**config.mk**
```make
export PLATFORM = sky130hd
export DESIGN_NAME = tc_timer_flat
export DESIGN_NICKNAME = d
export VERILOG_FILES = /design/src/rtl/tc_timer_if.sv /design/src/rtl/tc_timer.sv /design/src/flat_wrapper.sv
export SDC_FILE = /design/constraint.sdc
export NUM_CORES = 1
export LEC_CHECK = 0
export BUFFER_PORTS_ARGS = -buffer_cell sky130_fd_sc_hd__buf_2
export CAP_MARGIN = 20
export CORE_UTILIZATION = 59
export CTS_CLUSTER_DIAMETER = 30
export DETAILED_ROUTE_END_ITERATION = 7
export PLACE_DENSITY = 0.8
export SLEW_MARGIN = 30
export SYNTH_ARGS = -nofsm -noshare
export SYNTH_HDL_FRONTEND = slang
export SYNTH_SLANG_ARGS = --single-unit
```
**constraint.sdc**
```tcl
create_clock -name clk -period 2.3 [get_ports clk]
set_input_delay 0.115 -clock clk [delete_from_list [all_inputs] [get_ports clk]]
set_output_delay 0.115 -clock clk [all_outputs]
set_load 0.01 [all_outputs]
```
**src/rtl/tc_timer_if.sv**
```systemverilog
// ============================================================================
//  Module   : tc_timer_if
//  Purpose  : Core register bus and interrupt handshake between the CPU core
//             and the tc_timer peripheral.
//  Revision : 1.0  initial release
// ============================================================================
`default_nettype none

interface tc_timer_if;
   logic       write;
   logic [7:0] addr;
   logic [7:0] wdata;
   logic       read;
   logic [7:0] rdata;
   logic       status_reg_interrupt_enable;
   logic       interrupt_request;
   logic       interrupt_executed;

   modport master (
      output write, addr, wdata, read, status_reg_interrupt_enable, interrupt_executed,
      input  rdata, interrupt_request
   );

   modport slave (
      input  write, addr, wdata, read, status_reg_interrupt_enable, interrupt_executed,
      output rdata, interrupt_request
   );
endinterface

`default_nettype wire

```
**src/rtl/tc_timer.sv**
```systemverilog
// ============================================================================
//  Module   : tc_timer
//  Purpose  : 8-bit timer/counter (normal and CTC modes) with two output-compare
//             units and an interrupt request/acknowledge handshake.
//             Define TC_EXT_CLK_EN to clock the counter from t0 edges (CS=6/7).
//  Revision : 1.0  initial release
// ============================================================================
`default_nettype none

module tc_timer #(
   parameter logic [7:0] IO_BASE    = 8'h24,
   parameter logic [7:0] MIRROR_OFS = 8'h20,
   parameter logic [7:0] A_TIFR     = 8'h15,
   parameter logic [7:0] A_TIMSK    = 8'h6E
) (
   input  wire logic   clk,
   input  wire logic   rst_n,
   tc_timer_if.slave   bus,
   input  wire logic   t0,
   output logic        oca_data,
   output logic        ocb_data
);

   localparam logic [7:0] C_A_TCCRA = IO_BASE;
   localparam logic [7:0] C_A_TCCRB = IO_BASE + 8'd1;
   localparam logic [7:0] C_A_TCNT  = IO_BASE + 8'd2;
   localparam logic [7:0] C_A_OCRA  = IO_BASE + 8'd3;
   localparam logic [7:0] C_A_OCRB  = IO_BASE + 8'd4;

   logic [1:0] r_coma, r_comb, r_wgm;
   logic       r_wgm2;
   logic [2:0] r_cs;
   logic [7:0] r_tcnt, r_ocra, r_ocrb;
   logic [2:0] r_timsk, r_tifr;
   logic [9:0] r_prescaler;
   logic       r_ack_d, r_irq;

   logic       w_sel_tccra, w_sel_tccrb, w_sel_tcnt, w_sel_ocra, w_sel_ocrb;
   logic       w_sel_tifr, w_sel_timsk;
   logic       w_tick, w_tcnt_wr, w_count, w_ctc;
   logic       w_match_a, w_match_b, w_tov_set, w_ack_rise;
   logic       w_t0_fall, w_t0_rise;
   logic [2:0] w_pending, w_ack_clr, w_tifr_wclr;
   logic [7:0] w_rdata;

   function automatic logic f_com_pin(input logic [1:0] com, input logic pin);
      case (com)
         2'b01:   f_com_pin = ~pin;
         2'b11:   f_com_pin = 1'b1;
         default: f_com_pin = 1'b0;
      endcase
   endfunction

   assign w_sel_tccra = (bus.addr == C_A_TCCRA) || (bus.addr == C_A_TCCRA + MIRROR_OFS);
   assign w_sel_tccrb = (bus.addr == C_A_TCCRB) || (bus.addr == C_A_TCCRB + MIRROR_OFS);
   assign w_sel_tcnt  = (bus.addr == C_A_TCNT)  || (bus.addr == C_A_TCNT  + MIRROR_OFS);
   assign w_sel_ocra  = (bus.addr == C_A_OCRA)  || (bus.addr == C_A_OCRA  + MIRROR_OFS);
   assign w_sel_ocrb  = (bus.addr == C_A_OCRB)  || (bus.addr == C_A_OCRB  + MIRROR_OFS);
   assign w_sel_tifr  = (bus.addr == A_TIFR)    || (bus.addr == A_TIFR    + MIRROR_OFS);
   assign w_sel_timsk = (bus.addr == A_TIMSK);

`ifdef TC_EXT_CLK_EN
   logic r_t0_meta, r_t0_sync, r_t0_prev;

   always_ff @(posedge clk or negedge rst_n) begin
      if (!rst_n) begin
         r_t0_meta <= 1'b0;
         r_t0_sync <= 1'b0;
         r_t0_prev <= 1'b0;
      end else begin
         r_t0_meta <= t0;
         r_t0_sync <= r_t0_meta;
         r_t0_prev <= r_t0_sync;
      end
   end

   assign w_t0_fall = r_t0_prev & ~r_t0_sync;
   assign w_t0_rise = ~r_t0_prev & r_t0_sync;
`else
   logic w_unused_t0;
   assign w_unused_t0 = t0;
   assign w_t0_fall   = 1'b0;
   assign w_t0_rise   = 1'b0;
`endif

   always_comb begin
      w_tick = 1'b0;
      case (r_cs)
         3'd1:    w_tick = 1'b1;
         3'd2:    w_tick = &r_prescaler[2:0];
         3'd3:    w_tick = &r_prescaler[5:0];
         3'd4:    w_tick = &r_prescaler[7:0];
         3'd5:    w_tick = &r_prescaler[9:0];
         3'd6:    w_tick = w_t0_fall;
         3'd7:    w_tick = w_t0_rise;
         default: w_tick = 1'b0;
      endcase
   end

   // A bus write to TCNT takes precedence and masks this cycle's compare match.
   assign w_tcnt_wr = bus.write & w_sel_tcnt;
   assign w_count   = w_tick & ~w_tcnt_wr;
   assign w_ctc     = ({r_wgm2, r_wgm} == 3'b010);
   assign w_match_a = w_count & (r_tcnt == r_ocra);
   assign w_match_b = w_count & (r_tcnt == r_ocrb);
   assign w_tov_set = w_count & (r_tcnt == 8'hFF) & (~w_ctc | (r_ocra == 8'hFF));

   // Acknowledge retires one flag at a time, OCFA first, then OCFB, then TOV.
   assign w_ack_rise = bus.interrupt_executed & ~r_ack_d;
   assign w_pending  = r_tifr & r_timsk;
   always_comb begin
      w_ack_clr = 3'b000;
      if (w_ack_rise) begin
         if (w_pending[1])      w_ack_clr = 3'b010;
         else if (w_pending[2]) w_ack_clr = 3'b100;
         else if (w_pending[0]) w_ack_clr = 3'b001;
      end
   end
   assign w_tifr_wclr = (bus.write && w_sel_tifr) ? bus.wdata[2:0] : 3'b000;

   always_ff @(posedge clk or negedge rst_n) begin
      if (!rst_n) begin
         r_coma      <= 2'b00;
         r_comb      <= 2'b00;
         r_wgm       <= 2'b00;
         r_wgm2      <= 1'b0;
         r_cs        <= 3'b000;
         r_tcnt      <= 8'h00;
         r_ocra      <= 8'h00;
         r_ocrb      <= 8'h00;
         r_timsk     <= 3'b000;
         r_tifr      <= 3'b000;
         r_prescaler <= 10'd0;
         r_ack_d     <= 1'b1;
         r_irq       <= 1'b0;
         oca_data    <= 1'b0;
         ocb_data    <= 1'b0;
      end else begin
         r_prescaler <= r_prescaler + 10'd1;
         r_ack_d     <= bus.interrupt_executed;
         r_irq       <= bus.status_reg_interrupt_enable & (|(r_tifr & r_timsk));
         r_tifr      <= (r_tifr & ~w_tifr_wclr & ~w_ack_clr) | {w_match_b, w_match_a, w_tov_set};

         if (bus.write && w_sel_tccra) begin
            r_coma <= bus.wdata[7:6];
            r_comb <= bus.wdata[5:4];
            r_wgm  <= bus.wdata[1:0];
         end
         if (bus.write && w_sel_tccrb) begin
            r_wgm2 <= bus.wdata[3];
            r_cs   <= bus.wdata[2:0];
         end
         if (bus.write && w_sel_ocra)  r_ocra  <= bus.wdata;
         if (bus.write && w_sel_ocrb)  r_ocrb  <= bus.wdata;
         if (bus.write && w_sel_timsk) r_timsk <= bus.wdata[2:0];

         if (w_tcnt_wr)
            r_tcnt <= bus.wdata;
         else if (w_count)
            r_tcnt <= (w_ctc && (r_tcnt == r_ocra)) ? 8'h00 : r_tcnt + 8'd1;

         if (w_match_a) oca_data <= f_com_pin(r_coma, oca_data);
         if (w_match_b) ocb_data <= f_com_pin(r_comb, ocb_data);
      end
   end

   always_comb begin
      w_rdata = 8'h00;
      if (bus.read) begin
         if (w_sel_tccra)      w_rdata = {r_coma, r_comb, 2'b00, r_wgm};
         else if (w_sel_tccrb) w_rdata = {4'b0000, r_wgm2, r_cs};
         else if (w_sel_tcnt)  w_rdata = r_tcnt;
         else if (w_sel_ocra)  w_rdata = r_ocra;
         else if (w_sel_ocrb)  w_rdata = r_ocrb;
         else if (w_sel_tifr)  w_rdata = {5'b00000, r_tifr};
         else if (w_sel_timsk) w_rdata = {5'b00000, r_timsk};
      end
   end

   assign bus.rdata             = w_rdata;
   assign bus.interrupt_request = r_irq;

endmodule

`default_nettype wire

```
**src/flat_wrapper.sv**
```systemverilog
// flat-port wrapper written by rule: the top's interface ports become plain ports
module tc_timer_flat 
#(
   parameter logic [7:0] IO_BASE    = 8'h24,
   parameter logic [7:0] MIRROR_OFS = 8'h20,
   parameter logic [7:0] A_TIFR     = 8'h15,
   parameter logic [7:0] A_TIMSK    = 8'h6E
)
  (clk, rst_n, t0, oca_data, ocb_data, bus_write, bus_addr, bus_wdata, bus_read, bus_status_reg_interrupt_enable, bus_interrupt_executed, bus_rdata, bus_interrupt_request);
  tc_timer_if bus_i ();
  input  wire logic clk;
  input  wire logic rst_n;
  input  wire logic t0;
  output logic oca_data;
  output logic ocb_data;
  input wire logic [$bits(bus_i.write)-1:0] bus_write;
  input wire logic [$bits(bus_i.addr)-1:0] bus_addr;
  input wire logic [$bits(bus_i.wdata)-1:0] bus_wdata;
  input wire logic [$bits(bus_i.read)-1:0] bus_read;
  input wire logic [$bits(bus_i.status_reg_interrupt_enable)-1:0] bus_status_reg_interrupt_enable;
  input wire logic [$bits(bus_i.interrupt_executed)-1:0] bus_interrupt_executed;
  output wire logic [$bits(bus_i.rdata)-1:0] bus_rdata;
  output wire logic [$bits(bus_i.interrupt_request)-1:0] bus_interrupt_request;
  assign bus_i.write = bus_write;
  assign bus_i.addr = bus_addr;
  assign bus_i.wdata = bus_wdata;
  assign bus_i.read = bus_read;
  assign bus_i.status_reg_interrupt_enable = bus_status_reg_interrupt_enable;
  assign bus_i.interrupt_executed = bus_interrupt_executed;
  assign bus_rdata = bus_i.rdata;
  assign bus_interrupt_request = bus_i.interrupt_request;
  tc_timer #(.IO_BASE(IO_BASE), .MIRROR_OFS(MIRROR_OFS), .A_TIFR(A_TIFR), .A_TIMSK(A_TIMSK)) u_core (.clk(clk), .rst_n(rst_n), .bus(bus_i), .t0(t0), .oca_data(oca_data), .ocb_data(ocb_data));
endmodule
```
==> flow_metrics.env, run 1 <==
export IMPL_grtUsageTotal_pct=30.42
export IMPL_period_needed_ps=2178
export IMPL_worstHoldStart="bus_status_reg_interrupt_enable"
export IMPL_switching_share_pct=30.32
export IMPL_crit_type="register to register"
export IMPL_rr_worst_depth=7
export IMPL_hold_end="u_core.bus.interrupt_request"
export IMPL_r2r_start="u_core.r_prescaler[1]"
export IMPL_grt_overflow_total=0
export IMPL_finalSetupViolations=0
export IMPL_grt_pass1_wl_um=12410
export IMPL_cts_tree="built"
export IMPL_drt_wirelength_per_cell_um=19.16
export IMPL_clockBufferDepth=2
export IMPL_final_cell_mix="53 x dfrtp_1, 32 x buf_2, 30 x mux2_2"
export IMPL_maxSlewHeadroom_pct=47.43
export IMPL_cts_buffers=5
export IMPL_fmax_mhz=459.2
export IMPL_syn_num_nets=316
export IMPL_final_common_cell="dfrtp_1"
export IMPL_min_period_over_period_pct=94.68
export IMPL_n_antenna_cell=0
export IMPL_timing_rr_end="u_core.ocb_data"
export IMPL_ant_nets=0
export IMPL_hpwlAfterDp_um=5597
export IMPL_startpoint_type="register"
export IMPL_wirelength_um=7703
export IMPL_r2r_slack_ps=120
export IMPL_cap_viol_max_count=0
export IMPL_fin_nets=360
export IMPL_viasPerCell=6.455
export IMPL_cts_hold_buf=2
export IMPL_area_growth_pct=15.11
export IMPL_hold_ws_ps=49.50
export IMPL_hold_class="input port to register"
export IMPL_post_cts_buffers=0
export IMPL_synth_ff_type="dfrtp_1"
export IMPL_drive_above_1_share_pct=31.04
export IMPL_status="completed"
export IMPL_endpoint_kind="register"
export IMPL_gp_congestion=0.9502
export IMPL_slew_violations=0
export IMPL_drt_pass1_iterations=5
export IMPL_antenna_found_initial=0
export IMPL_yosysWarnings=0
export IMPL_clk_root_buffer_cell="clkbuf_8"
export IMPL_p_comb_share_pct=23.8
export IMPL_syn_inst=290
export IMPL_cts_resized=0
export IMPL_fin_util_pct=72.85
export IMPL_grt_pass1_vias=2507
export IMPL_final_setup_tns_ps=0
export IMPL_hold_viol=0
export IMPL_core_area_mm2=0.004880
export IMPL_arrival_ps=2410
export IMPL_start_util_pct=63.28
export IMPL_io_buffers=32
export IMPL_synth_seq_area_share_pct=43.80
export IMPL_async_reset_ff_share_pct=100.0
export IMPL_htreeDepth=2
export IMPL_seqPwrFrac_pct=46.3
export IMPL_switching_power_uw=795.3
export IMPL_p_leak_uw=0.001598
export IMPL_insertion_delay_ps=310
export IMPL_syn_area_mm2=0.003088
export IMPL_critPathRequiredTime_ps=2540
export IMPL_drcViolationCount=0
export IMPL_clkSlewWorstSetupHoldPaths_ps=100
export IMPL_die_h_um=74.35
export IMPL_synth_edf_count=0
export IMPL_p_int_uw=1828
export IMPL_fp_row_count=25
export IMPL_grt_start_max_net_pins=31
export IMPL_io_pins=34
export IMPL_drt_iter0_markers=348
export IMPL_avgSynthCellArea_um2=10.65
export IMPL_die_w_um=74.35
export IMPL_ys_seq_elements=54
export IMPL_clock_power_share_pct=29.9
export IMPL_dr_total_vias=2595
export IMPL_tightest_slew_ps=777.9
export IMPL_p_per_area_mw_per_mm2=738.0
export IMPL_dieArea_mm2=0.005527
export IMPL_whs_path_depth=2
export IMPL_crit_fanout=4
export IMPL_numClockSinks=54
export IMPL_rsz0062_at_grt="false"
export IMPL_ys_types=60
export IMPL_ir_drop_mv=0.4598
export IMPL_finClkSkew_ps=9.029
cell type report:
type                    count  area (µm²)
well taps                  67       83.83
fillers                   357        1325
inverters                   5       18.77
repair buffers             52       315.3
multi-input cells         216        1642
flip-flops and latches     54        1353
clock inverters             2       60.06
clock buffers               6       82.58
synth_stat cells (4+ instances only):
master / number / area (µm²)
nand2_1: 27 / 101.4
a22o_1: 6 / 52.55
mux2_2: 30 / 337.8
a211oi_1: 4 / 30.03
xor2_1: 12 / 105.1
nor2_1: 8 / 30.03
mux2i_1: 5 / 50.05
xnor2_1: 11 / 96.34
dfrtp_1: 53 / 1326
nor2b_1: 6 / 37.54
clkbuf_1: 8 / 30.03
nand4_1: 6 / 37.54
a221oi_1: 7 / 61.31
a21oi_1: 11 / 55.05
buf_2: 4 / 20.02
inv_1: 5 / 18.77
o21ai_0: 9 / 45.04
nand3_1: 15 / 75.07
a32oi_1: 6 / 52.55
worst max-delay path, stage by stage (launching register included):
cell	delay [ps]
dfrtp_1	380
ha_1	230
nand3_1	110
o32ai_1	380
nand3_2	160
nor4_1	480
buf_4	200
mux2i_1	180
sequential cells by signal, indices dropped and copies added, names as in the netlist:
signal and flops:
u_core.r_timsk 3, u_core.r_ocrb 8, u_core.r_comb 2, u_core.r_wgm2 1, u_core.r_wgm 2, u_core.r_prescaler 10, u_core.r_tifr 3, u_core.r_cs 3
u_core.ocb_data 1, u_core.r_coma 2, u_core.r_ack_d 1, u_core.r_tcnt 8, u_core.bus.interrupt_request 1, u_core.r_ocra 8, u_core.oca_data 1
worst max path at each step:
stage | from | end | cells after the start
6_report | u_core.r_prescaler[1] | u_core.ocb_data | 7
5_1_grt | u_core.r_prescaler[0] | u_core.ocb_data | 7
4_1_cts | u_core.r_prescaler[0] | u_core.ocb_data | 7
3_5_place_dp | u_core.r_prescaler[0] | u_core.ocb_data | 7
3_3_place_gp | u_core.r_prescaler[0] | u_core.ocb_data | 7
2_1_floorplan | u_core.r_tcnt[4] | u_core.r_tcnt[7] | 7
logic make-up after synthesis:
| kind of cell | count (synthesis) | share of synthesized area [%] |
|---|---|---|
| flops | 54 | 43.80 |
| fa+ha+maj | 3 | 1.216 |
| simple gates | 93 | 18.23 |
| compound gates | 61 | 14.10 |
| buf+inv | 20 | 3.039 |
| mux | 35 | 12.56 |
| xor+xnor | 24 | 7.050 |
through the flow:
step	setup WS, ps	cell area [µm²]	cells	power (µW)
floorplan	424.0	3088	290	1595
global placement	194.6	3392	392	1803
detailed placement	212.6	3392	392	1831
CTS	142.4	3555	402	2612
global route	5.922	3555	402	2738
finish	122.2	3555	402	2623
power groups by stage:
stage          combinational, µW  sequential, µW  clock [µW]
6_report                     625            1210         784
5_1_grt                      687            1240         815
4_1_cts                      617            1210         784
3_3_place_gp                 584            1220           0
2_1_floorplan                416            1180           0
3_5_place_dp                 605            1230           0
routing by layer:
layer  routed length (µm)  GRT usage [%]  vias to the layer above
li1                     -              -                     1172
met1                 3302          42.27                     1271
met2                 3676          48.79                      135
met3                  587          6.504                       17
met4                  137          8.176                        0
met5                    0              0                        -
No activity file was read; power rests on OpenSTA's default activity.
==> inputs of run 2 (changes only) <==
- clock period: 2.3 -> 2.1 ns (I/O delays scaled with it)
==> flow_metrics.env, run 2 (synthesis gave the netlist of run 1 again) <==
export IMPL_status="completed"
export IMPL_drcViolationCount=0
export IMPL_placed_area_mm2=0.003437
export IMPL_final_common_cell="dfrtp_1"
export IMPL_hold_class="input port to register"
export IMPL_finClkSkew_ps=5.865
export IMPL_fin_ws_ps=107.3
export IMPL_dieArea_mm2=0.005527
export IMPL_grt_overflow_total=0
export IMPL_core_area_mm2=0.004880
export IMPL_area_growth_pct=16.73
export IMPL_ir_drop_mv=0.5634
export IMPL_maxSlewHeadroom_pct=66.07
export IMPL_startpoint_type="input port"
export IMPL_final_cell_mix="53 x dfrtp_1, 31 x buf_2, 30 x mux2_2"
export IMPL_regArea_mm2=0.001353
export IMPL_die_w_um=74.35
export IMPL_crit_top_cell="buf_2"
export IMPL_crit_fanout=9
export IMPL_final_area_mm2=0.003605
export IMPL_io_buffers=32
export IMPL_slowest_stage="or4b_4"
export IMPL_rsz0062_at_grt="false"
export IMPL_largest_register="u_core.r_prescaler"
export IMPL_htreeDepth=2
export IMPL_multi_input_comb_area_mm2=0.001679
export IMPL_clockBufferDepth=2
export IMPL_worstPathCellList="buf_2 -> or4b_4 -> nor4_4 -> buf_4 -> nand2_1 -> a21boi_0 -> buf_2"
export IMPL_start_util_pct=63.28
export IMPL_slew_violations=0
export IMPL_endpoint_kind="primary output"
export IMPL_insertion_delay_ps=310
export IMPL_fin_nets=366
export IMPL_r2r_slack_ps=180
export IMPL_p_per_area_mw_per_mm2=765.4
export IMPL_finalSetupViolations=0
export IMPL_grtUsageTotal_pct=30.99
export IMPL_grt_pass1_wl_um=12590
export IMPL_drt_iter0_markers=399
export IMPL_p_int_uw=1853
export IMPL_dr_total_vias=2631
export IMPL_min_period_over_period_pct=94.89
export IMPL_antenna_found_initial=0
export IMPL_switching_power_uw=905.6
export IMPL_cts_buffers=5
export IMPL_p_leak_uw=0.001615
export IMPL_wirelength_um=7805
export IMPL_fp_row_count=25
export IMPL_hold_end="u_core.bus.interrupt_request"
export IMPL_worstHoldStart="bus_status_reg_interrupt_enable"
export IMPL_post_cts_buffers=0
export IMPL_seqPwrFrac_pct=48.6
export IMPL_switching_share_pct=32.82
export IMPL_cap_viol_max_count=0
export IMPL_rr_worst_depth=9
export IMPL_r2r_start="u_core.r_prescaler[0]"
export IMPL_die_h_um=74.35
export IMPL_largest_reg_flops=10
export IMPL_whs_path_depth=2
export IMPL_viasPerCell=6.464
export IMPL_tightest_slew_ps=509.0
export IMPL_drive_above_1_share_pct=33.53
export IMPL_gp_congestion=0.9035
export IMPL_drt_pass1_iterations=5
export IMPL_grt_start_max_net_pins=41
export IMPL_n_antenna_cell=0
export IMPL_grt_pass1_vias=2488
export IMPL_drt_wirelength_per_cell_um=19.18
export IMPL_cts_tree="built"
export IMPL_clkSlewWorstSetupHoldPaths_ps=100
export IMPL_critPathRequiredTime_ps=2000
export IMPL_num_fill_cells=356
export IMPL_clock_power_share_pct=25.6
export IMPL_finalNonFillerCells=407
export IMPL_clk_root_buffer_cell="clkbuf_8"
export IMPL_p_comb_share_pct=25.8
export IMPL_post_place_ws_ps=-9.819
export IMPL_fmax_mhz=501.8
export IMPL_hpwlAfterDp_um=5621
export IMPL_crit_type="input port to primary output"
export IMPL_hold_viol=0
export IMPL_numClockSinks=54
export IMPL_timing_rr_end="u_core.r_tifr[1]"
export IMPL_placedCellCount=398
export IMPL_io_pins=34
export IMPL_cpPeakStageDelay_ps=560
export IMPL_period_needed_ps=1993
export IMPL_arrival_ps=1890
export IMPL_ant_nets=0
-- run 2: layer usage --
metal	GRT usage (%)	vias up	share of wire, %
met3	7.046	21	8.9
met2	46.46	145	45
li1	-	1177	-
met1	44.22	1288	43
met4	11.53	0	2.4
met5	0	-	0
-- run 2: final cells by class --
class                           count  area share [%]
Multi-Input combinational cell    216           46.58
Timing Repair Buffer               58           10.07
Inverter                            5          0.5207
Sequential cell                    54           37.52
Clock inverter                      2           1.076
Clock buffer                        5           1.909
Tap cell                           67           2.326
-- run 2: critical path: cells and delay by family --
family	cells	cell delay (ps)
and+or+nand+nor	3	880
buffers and inverters	3	610
AOI/OAI and AO/OA	1	290
-- run 2: metrics by stage --
stage                     setup TNS, ps  total power, µW  utilization [%]  hold slack (ps)
final                                 0             2759            73.87            30.20
after global placement                0             1993            70.44            218.1
after detailed placement         -9.819             2016            70.44            225.1
after floorplan                       0             1747                -           -190.6
after CTS                             0             2716            73.33            37.85
after global routing                  0             2871            73.87            40.69
-- run 2: worst max path at each step --
| stage | start | to | slack, ps | cells past startpoint |
|---|---|---|---|---|
| after global routing | u_core.r_tcnt[2] | u_core.r_tcnt[2] | 9 | 6 |
| after global placement | u_core.r_prescaler[0] | u_core.ocb_data | 70 | 7 |
| after floorplan | u_core.r_tcnt[4] | u_core.r_tcnt[7] | 220 | 7 |
| final | bus_addr[0] | bus_rdata[3] | 110 | 7 |
| after detailed placement | u_core.r_prescaler[0] | u_core.ocb_data | -10 | 7 |
| after CTS | u_core.r_prescaler[0] | u_core.oca_data | 50 | 8 |
-- run 2: timing repair --
action,CTS,global route
gates resized for setup,2,5
pin swaps,0,1
hold buffers,2,0
setup endpoints to repair,2,6
endpoints found under the hold margin,38,0
-- run 2: power by group through the flow --
stage	clock (µW)	sequential, µW	combinational, µW
global route	747	1360	770
finish	706	1340	712
global placement	0	1340	649
detailed placement	0	1350	663
CTS	709	1330	672
floorplan	0	1290	456
